**src/rtl/run_detect_sched.sv**
```systemverilog
// Purpose: time-shares one saturating run-of-ones detector across NUM_CH serial bit channels via round-robin.
// Latency: one cycle from grant (in_valid & in_ready) to the registered out_valid/out_ch/out_run/out_detect.
// Backpressure: none on the output; inputs are throttled by a one-hot in_ready grant, at most one sample per cycle.
module run_detect_sched #(
  parameter int NUM_CH = 4,
  parameter int THRESH = 2,
  parameter int CH_W   = $clog2(NUM_CH),
  parameter int CNT_W  = $clog2(THRESH + 1)
) (
  input  logic              clk,
  input  logic              reset,
  input  logic [NUM_CH-1:0] in_valid,
  input  logic [NUM_CH-1:0] in_bit,
  output logic [NUM_CH-1:0] in_ready,
  input  logic [NUM_CH-1:0] clear_ch,
  output logic              out_valid,
  output logic [CH_W-1:0]   out_ch,
  output logic              out_detect,
  output logic [CNT_W-1:0]  out_run
);

  // Per-channel run counters; a counter of THRESH is the "detected" Moore state.
  logic [CNT_W-1:0] cnt [NUM_CH];
  logic [CH_W-1:0]  rr_ptr;

  logic             gnt_any;
  logic [CH_W-1:0]  gnt_idx;
  logic [CNT_W-1:0] base;
  logic [CNT_W-1:0] nxt;

  // Channel index rr_ptr + k, wrapped into 0..NUM_CH-1 (NUM_CH need not be a power of two).
  function automatic logic [CH_W-1:0] wrap_add(input logic [CH_W-1:0] a, input int k);
    int s;
    s = int'(a) + k;
    if (s >= NUM_CH) s = s - NUM_CH;
    return CH_W'(s);
  endfunction

  // Round-robin search from rr_ptr; reset suppresses any grant so nothing is consumed in a reset cycle.
  always_comb begin
    gnt_any = 1'b0;
    gnt_idx = '0;
    if (!reset) begin
      for (int k = 0; k < NUM_CH; k++) begin
        if (!gnt_any && in_valid[wrap_add(rr_ptr, k)]) begin
          gnt_any = 1'b1;
          gnt_idx = wrap_add(rr_ptr, k);
        end
      end
    end
  end

  // One-hot grant, only ever on a channel that is presenting a sample.
  always_comb begin
    in_ready = '0;
    if (gnt_any) in_ready = NUM_CH'(1) << gnt_idx;
  end

  // Shared update: clear on the granted channel is folded in first, then a saturating count or a zero.
  always_comb begin
    base = clear_ch[gnt_idx] ? '0 : cnt[gnt_idx];
    nxt  = '0;
    if (in_bit[gnt_idx]) begin
      if (base >= CNT_W'(THRESH)) nxt = CNT_W'(THRESH);
      else                        nxt = base + CNT_W'(1);
    end
  end

  // Counter table: granted channel takes the new count, other channels only react to their clear bit.
  always_ff @(posedge clk) begin
    if (reset) begin
      for (int i = 0; i < NUM_CH; i++) cnt[i] <= '0;
    end else begin
      for (int i = 0; i < NUM_CH; i++) begin
        if (gnt_any && (gnt_idx == CH_W'(i))) cnt[i] <= nxt;
        else if (clear_ch[i])                cnt[i] <= '0;
      end
    end
  end

  // Pointer moves just past the granted channel so every valid channel is served within NUM_CH cycles.
  always_ff @(posedge clk) begin
    if (reset) begin
      rr_ptr <= '0;
    end else if (gnt_any) begin
      rr_ptr <= wrap_add(gnt_idx, 1);
    end
  end

  // Registered result; the data fields hold their last value when no sample was consumed.
  always_ff @(posedge clk) begin
    if (reset) begin
      out_valid  <= 1'b0;
      out_ch     <= '0;
      out_detect <= 1'b0;
      out_run    <= '0;
    end else begin
      out_valid <= gnt_any;
      if (gnt_any) begin
        out_ch     <= gnt_idx;
        out_run    <= nxt;
        out_detect <= (nxt == CNT_W'(THRESH));
      end
    end
  end

endmodule

```
**config.mk**
```make
export PLATFORM = sky130hd
export DESIGN_NAME = run_detect_sched
export DESIGN_NICKNAME = d
export VERILOG_FILES = /design/src/rtl/run_detect_sched.sv
export SDC_FILE = /design/constraint.sdc
export NUM_CORES = 1
export LEC_CHECK = 0
export BUFFER_PORTS_ARGS = -buffer_cell sky130_fd_sc_hd__buf_2
export CORE_ASPECT_RATIO = 1.2
export CORE_MARGIN = 2
export CORE_UTILIZATION = 56
export DETAILED_ROUTE_END_ITERATION = 8
export HOLD_SLACK_MARGIN = 0.03
export PLACE_DENSITY = 0.83
export SLEW_MARGIN = 40
export SYNTH_ARGS = -nofsm -noshare
export SYNTH_HDL_FRONTEND = slang
export SYNTH_SLANG_ARGS = --single-unit
```
**constraint.sdc**
```tcl
create_clock -name clk -period 7.1 [get_ports clk]
set_clock_uncertainty 0.2 [all_clocks]
set_input_delay 1.42 -clock clk [delete_from_list [all_inputs] [get_ports clk]]
set_output_delay 1.42 -clock clk [all_outputs]
set_load 0.05 [all_outputs]
```
# --- Yosys cells after proc, flatten, opt, wreduce, memory -nomap -nowiden ---
# Memories as Yosys holds them, arrays and structs flattened.
# Cells that the tools add are included.
op_classes:
  addsub: 10
  order_cmp: 11
  eq_ne: 4
  shifts: 1
  muxes: 76
  n_bitwise: 8
  reduce_logical: 11
ops:
  columns: ["cell", "count"]
  rows:
  - ["$mux W2", 25]
  - ["$mux W1", 44]
  - ["$lt A2 B3 Y1 const B", 5]
  - ["$bmux W1 S2", 6]
  - ["$ge A3 B3 Y1 const B", 4]
  - ["$sub A2 B1 Y2 const B", 5]
  - ["$or A1 B1 Y1", 8]
  - ["$logic_and A1 B1 Y1", 7]
  - ["$add A2 B1 Y3 const B", 2]
  - ["$add A2 B2 Y3 const B", 2]
  - ["$eq A2 B2 Y1 const B", 3]
  - ["$mux W4", 1]
  - ["$shl A1 B2 Y4 const A", 1]
  - ["$ge A2 B3 Y1 const B", 1]
  - ["$logic_not A1 Y1", 3]
  - ["$add A2 B1 Y2 const B", 1]
  - ["$eq A2 B1 Y1 const B", 1]
  - ["$ge A2 B2 Y1 const B", 1]
  - ["$logic_not A2 Y1", 1]
totals:
  ff_bits: 8
  ram_bits: 8
  input_bits: 14
  out_inout_bits: 10
  wordCells: 127
  n_memories: 1
memory_table:
  columns: ["memory", "depth", "word_bits", "rd", "rd_clocked_by_memory_dff", "wr", "line_no", "rtl"]
  rows:
  - ["cnt", 4, 2, 1, 0, 4, "23", "logic [CNT_W-1:0] cnt [NUM_CH];"]

# --- Longest topological paths before layout ---
# Gate-level depths: netlist (run 1).
logic_depth:
  word_depth: 27
  mapped_depth: 8
  ltp_nobuf: 8

# --- Worst setup path before layout (run 1) ---
# OpenSTA, ideal clock, no wires.
synth_path:
  path_type: "input -> output"
  start: "input port in_valid[0]"
  end: "output port in_ready[0]"
  t_arrival_ps: 3557
  t_required_ps: 5480
  setup_slack_ps: 1923
  cell_stages: 7
  path_buffers: 0
  path_cell_list: "nor4_4 > a211oi_1 > and3_4 > inv_1 > ha_1 > inv_1 > nor3_1"
synth_via:
  elab_chain_cells: 18
  word_cells_on_any_way: 29
  cone_classes: "1 x shift; 22 x mux; 6 x reduce/logical"
synth_rtl:
  columns: ["item", "line_no", "rtl"]
  rows:
  - ["start: declaration", "12", "input logic [NUM_CH-1:0] in_valid,"]
  - ["$bmux W1 S2", "45", "if (!gnt_any && in_valid[wrap_add(rr_ptr, k)]) begin"]
  - ["$mux W1 (implied by the code)", "45", null]
  - ["$mux W1", "45", null]
  - ["$mux W1", "43", "if (!reset) begin"]
  - ["$logic_not A1 Y1", "45", null]
  - ["$logic_and A1 B1 Y1", "45", null]
  - ["$mux W1", "45", null]
  - ["$mux W1", "43", null]
  - ["[3 not listed]", null, null]
  - ["$mux W1", "43", null]
  - ["$logic_not A1 Y1", "45", null]
  - ["$logic_and A1 B1 Y1", "45", null]
  - ["$mux W2 *", "45", null]
  - ["$mux W2 *", "43", null]
  - ["via gnt_idx[0]", "27", "logic [CH_W-1:0] gnt_idx;"]
  - ["$shl A1 B2 Y4 *", "56", "if (gnt_any) in_ready = NUM_CH'(1) << gnt_idx;"]
  - ["$mux W4 *", "56", null]
  - ["end: declaration", "14", "output logic [NUM_CH-1:0] in_ready,"]
# Mark *: on every way through the listed nets, which the timed path passes. The rest lies on a longest branch. The select of a mux whose other input is x is not followed.

# --- Worst setup path after layout (run 1) ---
# Ends and elaborated chain as after synthesis.

==> flow_metrics.tcl, run 1 <==
set metrics [dict create \
    status "completed" \
    dr.pass1.iters 4 \
    port_buffers 23 \
    drt_iter0_drc 13 \
    setup_viol 0 \
    core_mm2 0.00166 \
    p_int_uw 154 \
    finalHoldViolCount 0 \
    clockRootBuffer "clkbuf_4" \
    remaining_drc_errors 0 \
    fin_nets 141 \
    die-height_um 50.5 \
    die_x_um 42.8 \
    synth_top_area_share_pct 23.8 \
    cp-end-kind "output pin" \
    cp.required_ns 5.48 \
    finalWeightedCongestion 0.757 \
    p_leak_nw 0.493 \
    fin_crit_ns 4.97 \
    cp.arrival_ns 3.35 \
    hold_ws_ns 0.258 \
    synth.distinct_cells 37 \
    synth-seq-cells 16 \
    grt_usage_pct 21.8 \
    wl_per_cell_um 14.8 \
    combPwrFrac_pct 35.0 \
    synthCells 98 \
    setup_tns_ns 0 \
    relSlewSlack_pct 61.3 \
    area_growth_pct 14.0 \
    fmax_ghz 0.201 \
    holdBufCountCts 0 \
    yosysTopAreaCell "edfxtp_1" \
    cts_setup_buffers 0 \
    hpwl_um 1630 \
    p_clk_share_pct 19.0 \
    ant_nets 0 \
    sw_frac_of_total_pct 36.5 \
    synth_warnings 0 \
    clk_pin_slew_worst_paths_ns 0.08 \
    start_util_pct 60.8 \
    r2r_start "rr_ptr[0]" \
    rsz0062_at_grt "false" \
    wirelength_um 2050 \
    io_pins 24 \
    tightest_slew_ns 0.576 \
    switchingPower_uw 88.6 \
    synth_edf_count 8 \
    antenna_found_initial 0 \
    path_buf_inv 4 \
    min_from "out_ch[1]" \
    peakVddDrop_mv 0.123 \
    mappedNetlistArea_mm2 0.00101 \
    vias 826 \
    maxCapViolCount 0 \
    grt_max_degree 17 \
    fp-row-count 16 \
    cp_max_fo 10 \
    crit_path_start "in_valid[0]" \
    placed_cell_area_mm2 0.00113 \
    cts.sinks 16 \
    worst_path_largest_cell_delay_ns 0.58 \
    routed_via_density 5.94 \
    insertedDiodeCount 0 \
    layout_common_cells "buf_2, nor3_1, inv_1" \
    grt_pass1_vias 837 \
    synthTopCellsByArea "edfxtp_1, dfxtp_1, nor3_1" \
    cp-start-kind "input pin" \
    drive_gt1_share_pct 38.0 \
    post_cts_resized 0 \
    cpLargestDelayFamily "simple AND/OR/NAND/NOR gates" \
    grt.overflow.total 0 \
    layout_commonest_cell "buf_2" \
    synth_nets 116 \
    die_area_mm2 0.00216 \
    finalCritPeriodShare_pct 70.0 \
    path_class "input pin to output pin" \
    final_util_pct 69.4 \
    maxSlewViolCount 0 \
    crit_chain "buf_2 -> nor4_4 -> a211oi_1 -> and3_4 -> inv_1 -> ha_1 -> inv_1 -> nor3_1 -> buf_2" \
    nFillCells 153 \
    ys_seq_area_share_pct 39.6 \
    pwr-share-seq_pct 46.0 \
    cts_tree "done" \
    timing.final.ws_setup_ns 2.13 \
    clkLatencyLatePin_ns 0.29 \
    cts_buffers 3 \
    slowest_stage "nor4_4" \
    syn-mean-instance-area_um2 10.3 \
    async_reset_ff_share_pct 0 \
    cts.path.max_buffers 2 \
    power_density_mw_per_mm2 211 \
    h-tree-depth 1 \
    hold_path_class "flip-flop to flip-flop" \
    final_area_mm2 0.00115 \
    synth-main-ff-cell "edfxtp_1" \
    place_ws_ns 2.16 \
    grt_pass1_wl_um 3590 \
]
==> flip-flops by register name (all words and copies together), names as in the netlist <==
signal,flops
rr_ptr,2
out_ch,2
cnt,8
out_run,2
out_valid,1
out_detect,1
==> power by group through the flow <==
| stage | combinational, mW | sequential [mW] | clock (mW) |
|---|---|---|---|
| floorplan | 0.0533 | 0.126 | 0 |
| global placement | 0.0824 | 0.113 | 0 |
| global route | 0.0913 | 0.113 | 0.0508 |
| detailed placement | 0.0849 | 0.114 | 0 |
| finish | 0.0851 | 0.112 | 0.0462 |
| CTS | 0.0853 | 0.112 | 0.0460 |
==> worst reg2reg max path: stages (launching register included) <==
cell and delay (ns):
dfxtp_1 0.41, and2b_4 0.22, o21bai_2 0.22, and3_4 0.29, inv_1 0.08, ha_1 0.21
inv_1 0.10, nor3_1 0.07, or3_1 0.37
==> cells in the mapped netlist (3+ instances only) <==
cell type	instances
ha_1	4
or3_1	4
inv_1	9
edfxtp_1	8
nor3_1	12
nor2_1	6
o21ai_1	3
dfxtp_1	8
nand2_1	8
a21oi_1	3
==> metrics by stage <==
stage	cells	power [mW]
after detailed placement	136	0.199
after global routing	139	0.255
final	139	0.243
after CTS	139	0.243
after floorplan	98	0.179
after global placement	136	0.196
==> final cells by class <==
cell class | count | area, um2 | area share [%]
multi-input combinational | 70 | 558 | 48.4
sequential | 16 | 400 | 34.7
timing repair buffer | 23 | 115 | 9.99
inverter | 9 | 33.8 | 2.93
clock buffer | 3 | 22.5 | 1.95
tap | 18 | 22.5 | 1.95
==> cell families (layout without fill, tap and decap cells) <==
kind of cell    count (synthesis)  in the layout  synth area share (%)
simple gates                   41             41                  24.9
compound gates                 24             24                  24.4
flops                          16             16                  39.6
buf+inv                        12             35                  5.20
fa+ha+maj                       4              4                  4.95
mux                             1              1                 0.990
==> final timing paths <==
kind	endpoint	slack [ns]	cells past startpoint
max	in_ready[0]	2.13	9
min reg2reg	out_ch[1]	0.26	2
min	out_ch[1]	0.26	2
max reg2reg	cnt[0][0]	4.68	8
==> routing by layer <==
layer | vias to the layer above | track usage, % | routed length (um)
met1 | 390 | 24.4 | 796
met4 | 0 | 10.4 | 53
met5 | - | 0 | 0
met3 | 7 | 1.80 | 65
met2 | 25 | 40.4 | 1140
li1 | 404 | - | -
(Power assumes the default switching activity.)
==> run 2: changes to the inputs <==
- CORE_UTILIZATION: 56 -> 47
- PLACE_DENSITY: 0.83 -> 0.74
- clock period: 7.1 -> 4.05 ns (I/O delays scaled with it)
==> run 2 against run 1 <==
Effect of this change:
- sequential cell count did not move
- utilization fell by 12 points
- count of clock-buffer cells in the layout did not move
- first-iteration DRC count rose by 54%
- total power rose by 76%
- cell area rose by 2.3%
- via count fell by 0.73%
==> flow_metrics.tcl, run 2 (same netlist as run 1, synthesis figures left out) <==
set metrics [dict create \
    status "completed" \
    finalWeightedCongestion 0.774 \
    fin_crit_ns 3.50 \
    routed_via_density 5.36 \
    relSlewSlack_pct 69.2 \
    final_area_mm2 0.00118 \
    remaining_drc_errors 0 \
    dr.pass1.iters 4 \
    top_register "cnt" \
    clkLatencyLatePin_ns 0.28 \
    nFillCells 198 \
    tightest_slew_ns 0.459 \
    grt_pass1_vias 825 \
    finalCritPeriodShare_pct 86.4 \
    drive_gt1_share_pct 38.2 \
    fin_nets 142 \
    cts.sinks 16 \
    cts_buffers 3 \
    grt_pass1_wl_um 3420 \
    layout_commonest_cell "buf_2" \
    maxSlewViolCount 0 \
    ant_nets 0 \
    holdBufCountCts 0 \
    placed_cell_area_mm2 0.00115 \
    fmax_ghz 0.286 \
    final_util_pct 57.5 \
    wl_met3_um 82 \
    rsz0062_at_grt "false" \
    clk_pin_slew_worst_paths_ns 0.09 \
    r2r_start "rr_ptr[0]" \
    wl_per_cell_um 13.3 \
    insertedDiodeCount 0 \
    cp.required_ns 3.04 \
    setup_tns_ns 0 \
    die-height_um 54.8 \
    area_growth_pct 16.6 \
    post_cts_resized 0 \
    maxCapViolCount 0 \
    die_area_mm2 0.00254 \
    peakVddDrop_mv 0.202 \
    io_pins 24 \
    hold_path_class "flip-flop to flip-flop" \
    antenna_found_initial 0 \
    hpwl_um 1630 \
    largest_reg_flops 8 \
    min_from "out_detect" \
    vias 820 \
    grt.overflow.total 0 \
    cts_tree "done" \
    top_layer "met4" \
    wirelength_um 2040 \
    grt_max_degree 17 \
    p_leak_nw 0.500 \
    setup_viol 0 \
    crit_path_start "in_valid[2]" \
    cp-end-kind "output pin" \
    port_buffers 23 \
    cp-start-kind "input pin" \
    grt_usage_pct 19.0 \
    wl_met1_um 826 \
    cts.path.max_buffers 2 \
    cp.arrival_ns 2.49 \
    finalHoldViolCount 0 \
    timing.final.ws_setup_ns 0.551 \
    die_x_um 46.3 \
    clockRootBuffer "clkbuf_4" \
    drt_iter0_drc 20 \
    h-tree-depth 1 \
    cts_setup_buffers 0 \
    path_class "input pin to output pin" \
    layout_common_cells "buf_2, nor3_1, inv_1" \
    start_util_pct 49.3 \
    cp_max_fo 7 \
    core_mm2 0.00205 \
    fp-row-count 18 \
    met2_length_um 1090 \
    place_ws_ns 0.561 \
    power_density_mw_per_mm2 363 \
]
run 2: changes by cell type in the layout (fill, tap and decap cells not counted):
cell	change
clkinv_1	+1
buf_4	+1
run 2: path summary, 6_finish.rpt:
| path | end | slack [ns] | depth (start not counted) |
|---|---|---|---|
| setup reg to reg | cnt[2][1] | 1.68 | 8 |
| hold reg to reg | out_detect | 0.25 | 2 |
| hold / removal | out_detect | 0.25 | 2 |
| setup / recovery | in_ready[0] | 0.55 | 8 |
run 2: worst max-delay path, cell delays in order:
cell and delay, ns:
buf_2 0.13, nor2b_2 0.16, a21boi_4 0.15, o311ai_4 0.43, ha_1 0.23, inv_1 0.06
nor3_1 0.21, buf_2 0.30
run 2: layer usage:
metal / track usage (%) / vias up
met3: 1.32 / 4
met2: 34.5 / 23
li1: - / 408
met5: 0 / -
met1: 19.9 / 385
met4: 14.3 / 0
run 2: stage by stage:
step                instances  hold WS, ns  total power, mW
floorplan                  98        0.320            0.314
global placement          149        0.241            0.344
CTS                       153        0.252            0.429
detailed placement        149        0.240            0.348
global route              153        0.271            0.453
finish                    153        0.247            0.428
run 2: cell type report:
type	instances	area [um2]	area share, %
timing repair buffer	24	123	10.4
tap	30	37.5	3.18
clock buffer	3	22.5	1.91
multi-input combinational	70	558	47.3
inverter	9	33.8	2.87
sequential	16	400	34.0
clock inverter	1	3.75	0.318
run 2: power by group:
group | total [mW] | switching (mW) | internal (mW)
logic | 0.149 | 0.0993 | 0.0496
clock network | 0.0845 | 0.0488 | 0.0357
registers | 0.195 | 0.00829 | 0.187
==> run 3: changes to the inputs <==
- CORE_UTILIZATION: 47 -> 52
- PLACE_DENSITY: 0.74 -> 0.78
- clock period: 4.05 -> 3.6 ns (I/O delays scaled with it)
==> run 3 against run 2 <==
Effect of this change:
- worst setup slack worse by 0.29 ns
- total power is 18% higher
- count of clock-buffer cells in the layout is 1 higher
==> flow_metrics.tcl, run 3 (same netlist as run 1, synthesis figures left out) <==
set metrics [dict create \
    total_power_uw 504 \
    final_area_mm2 0.00117 \
    peakVddDrop_mv 0.232 \
    grtUsageMet3_pct 3.45 \
    port_buffers 23 \
    cp.arrival_ns 2.42 \
    grt_pass1_wl_um 3170 \
    maxCapViolCount 0 \
    setup_tns_ns 0 \
    wirelength_um 2020 \
    fin_nets 142 \
    grt_max_degree 17 \
    finalHoldViolCount 0 \
    core_mm2 0.00183 \
    largest_reg_flops 8 \
    setup_viol 0 \
    cts.path.max_buffers 2 \
    grt_busiest_layer "met2" \
    power_density_mw_per_mm2 429 \
    hold_ws_ns 0.253 \
    die_x_um 44.3 \
    cts.sinks 16 \
    clockRootBuffer "clkbuf_4" \
    grt_usage_pct 18.9 \
    finalCritPeriodShare_pct 92.7 \
    drt_iter0_drc 16 \
    use_met1_pct 19.0 \
    place_ws_ns 0.284 \
    hold_path_class "flip-flop to flip-flop" \
    clk_pin_slew_worst_paths_ns 0.09 \
    fin_cells 142 \
    grt.met2_usage_pct 34.8 \
    vias 825 \
    p_leak_nw 0.506 \
    fin_crit_ns 3.34 \
    ant_nets 0 \
    cp.required_ns 2.68 \
    tightest_slew_ns 0.457 \
    holdBufCountCts 0 \
    cts_buffers 3 \
    top_register "cnt" \
    hpwl_um 1550 \
    relSlewSlack_pct 69.4 \
    grt_pass1_vias 772 \
    clkLatencyLatePin_ns 0.28 \
    cp_max_fo 7 \
    start_util_pct 55.3 \
    nFillCells 155 \
    fp-row-count 17 \
    rsz0062_at_grt "false" \
    dr.pass1.iters 4 \
    insertedDiodeCount 0 \
    grt.overflow.total 0 \
    path_class "input pin to output pin" \
    cp-end-kind "output pin" \
    io_pins 24 \
    multi_input_area_um2 558 \
    cp-start-kind "input pin" \
    dp_cells 138 \
    layout_common_cells "buf_2, nor3_1, inv_1" \
    routed_via_density 5.81 \
    die-height_um 52.3 \
    cts_tree "done" \
    drive_gt1_share_pct 39.0 \
    area_growth_pct 16.2 \
    final_util_pct 64.2 \
    finalWeightedCongestion 0.786 \
    placed_cell_area_mm2 0.00114 \
    h-tree-depth 1 \
    die_area_mm2 0.00231 \
    cts_setup_buffers 0 \
    maxSlewViolCount 0 \
    status "completed" \
    post_cts_resized 0 \
    remaining_drc_errors 0 \
    wl_per_cell_um 14.2 \
    layout_commonest_cell "buf_2" \
    antenna_found_initial 0 \
    fmax_ghz 0.300 \
    regArea_um2 400 \
    timing.final.ws_setup_ns 0.264 \
]
run 3: changes by cell type in the layout (fill, tap and decap cells not counted):
cell | before | now
clkinv_1 | 1 | 0
clkbuf_8 | 0 | 1
run 3: per-layer routing:
metal | wire length [um] | up-vias
li1 | - | 405
met1 | 818 | 388
met2 | 1050 | 28
met3 | 98 | 4
met4 | 52 | 0
met5 | 0 | -
run 3: area by class of cell:
| type | instances | area share, % |
|---|---|---|
| multi-input combinational | 70 | 47.5 |
| sequential | 16 | 34.1 |
| timing repair buffer | 24 | 10.4 |
| clock buffer | 4 | 3.09 |
| inverter | 9 | 2.88 |
| tap | 19 | 2.02 |
run 3: worst paths after layout:
check	end	cells past startpoint	slack, ns	startpoint
hold / removal	out_detect	2	0.25	out_detect
setup / recovery	in_ready[0]	8	0.26	in_valid[2]
hold reg to reg	out_detect	2	0.25	out_detect
setup reg to reg	cnt[0][1]	8	1.22	rr_ptr[0]
run 3: critical path, stage by stage:
cell	delay, ns
buf_2	0.13
nor2b_2	0.17
a21boi_4	0.15
o311ai_4	0.43
ha_1	0.23
inv_1	0.06
nor3_1	0.22
buf_2	0.30
run 3: report_power, final:
| part | switching [mW] | total [mW] | leakage (nW) | internal, mW |
|---|---|---|---|---|
| Combinational | 0.111 | 0.167 | 0.329 | 0.0558 |
| Sequential | 0.0102 | 0.220 | 0.156 | 0.210 |
| Clock | 0.0555 | 0.117 | 0.0210 | 0.0614 |
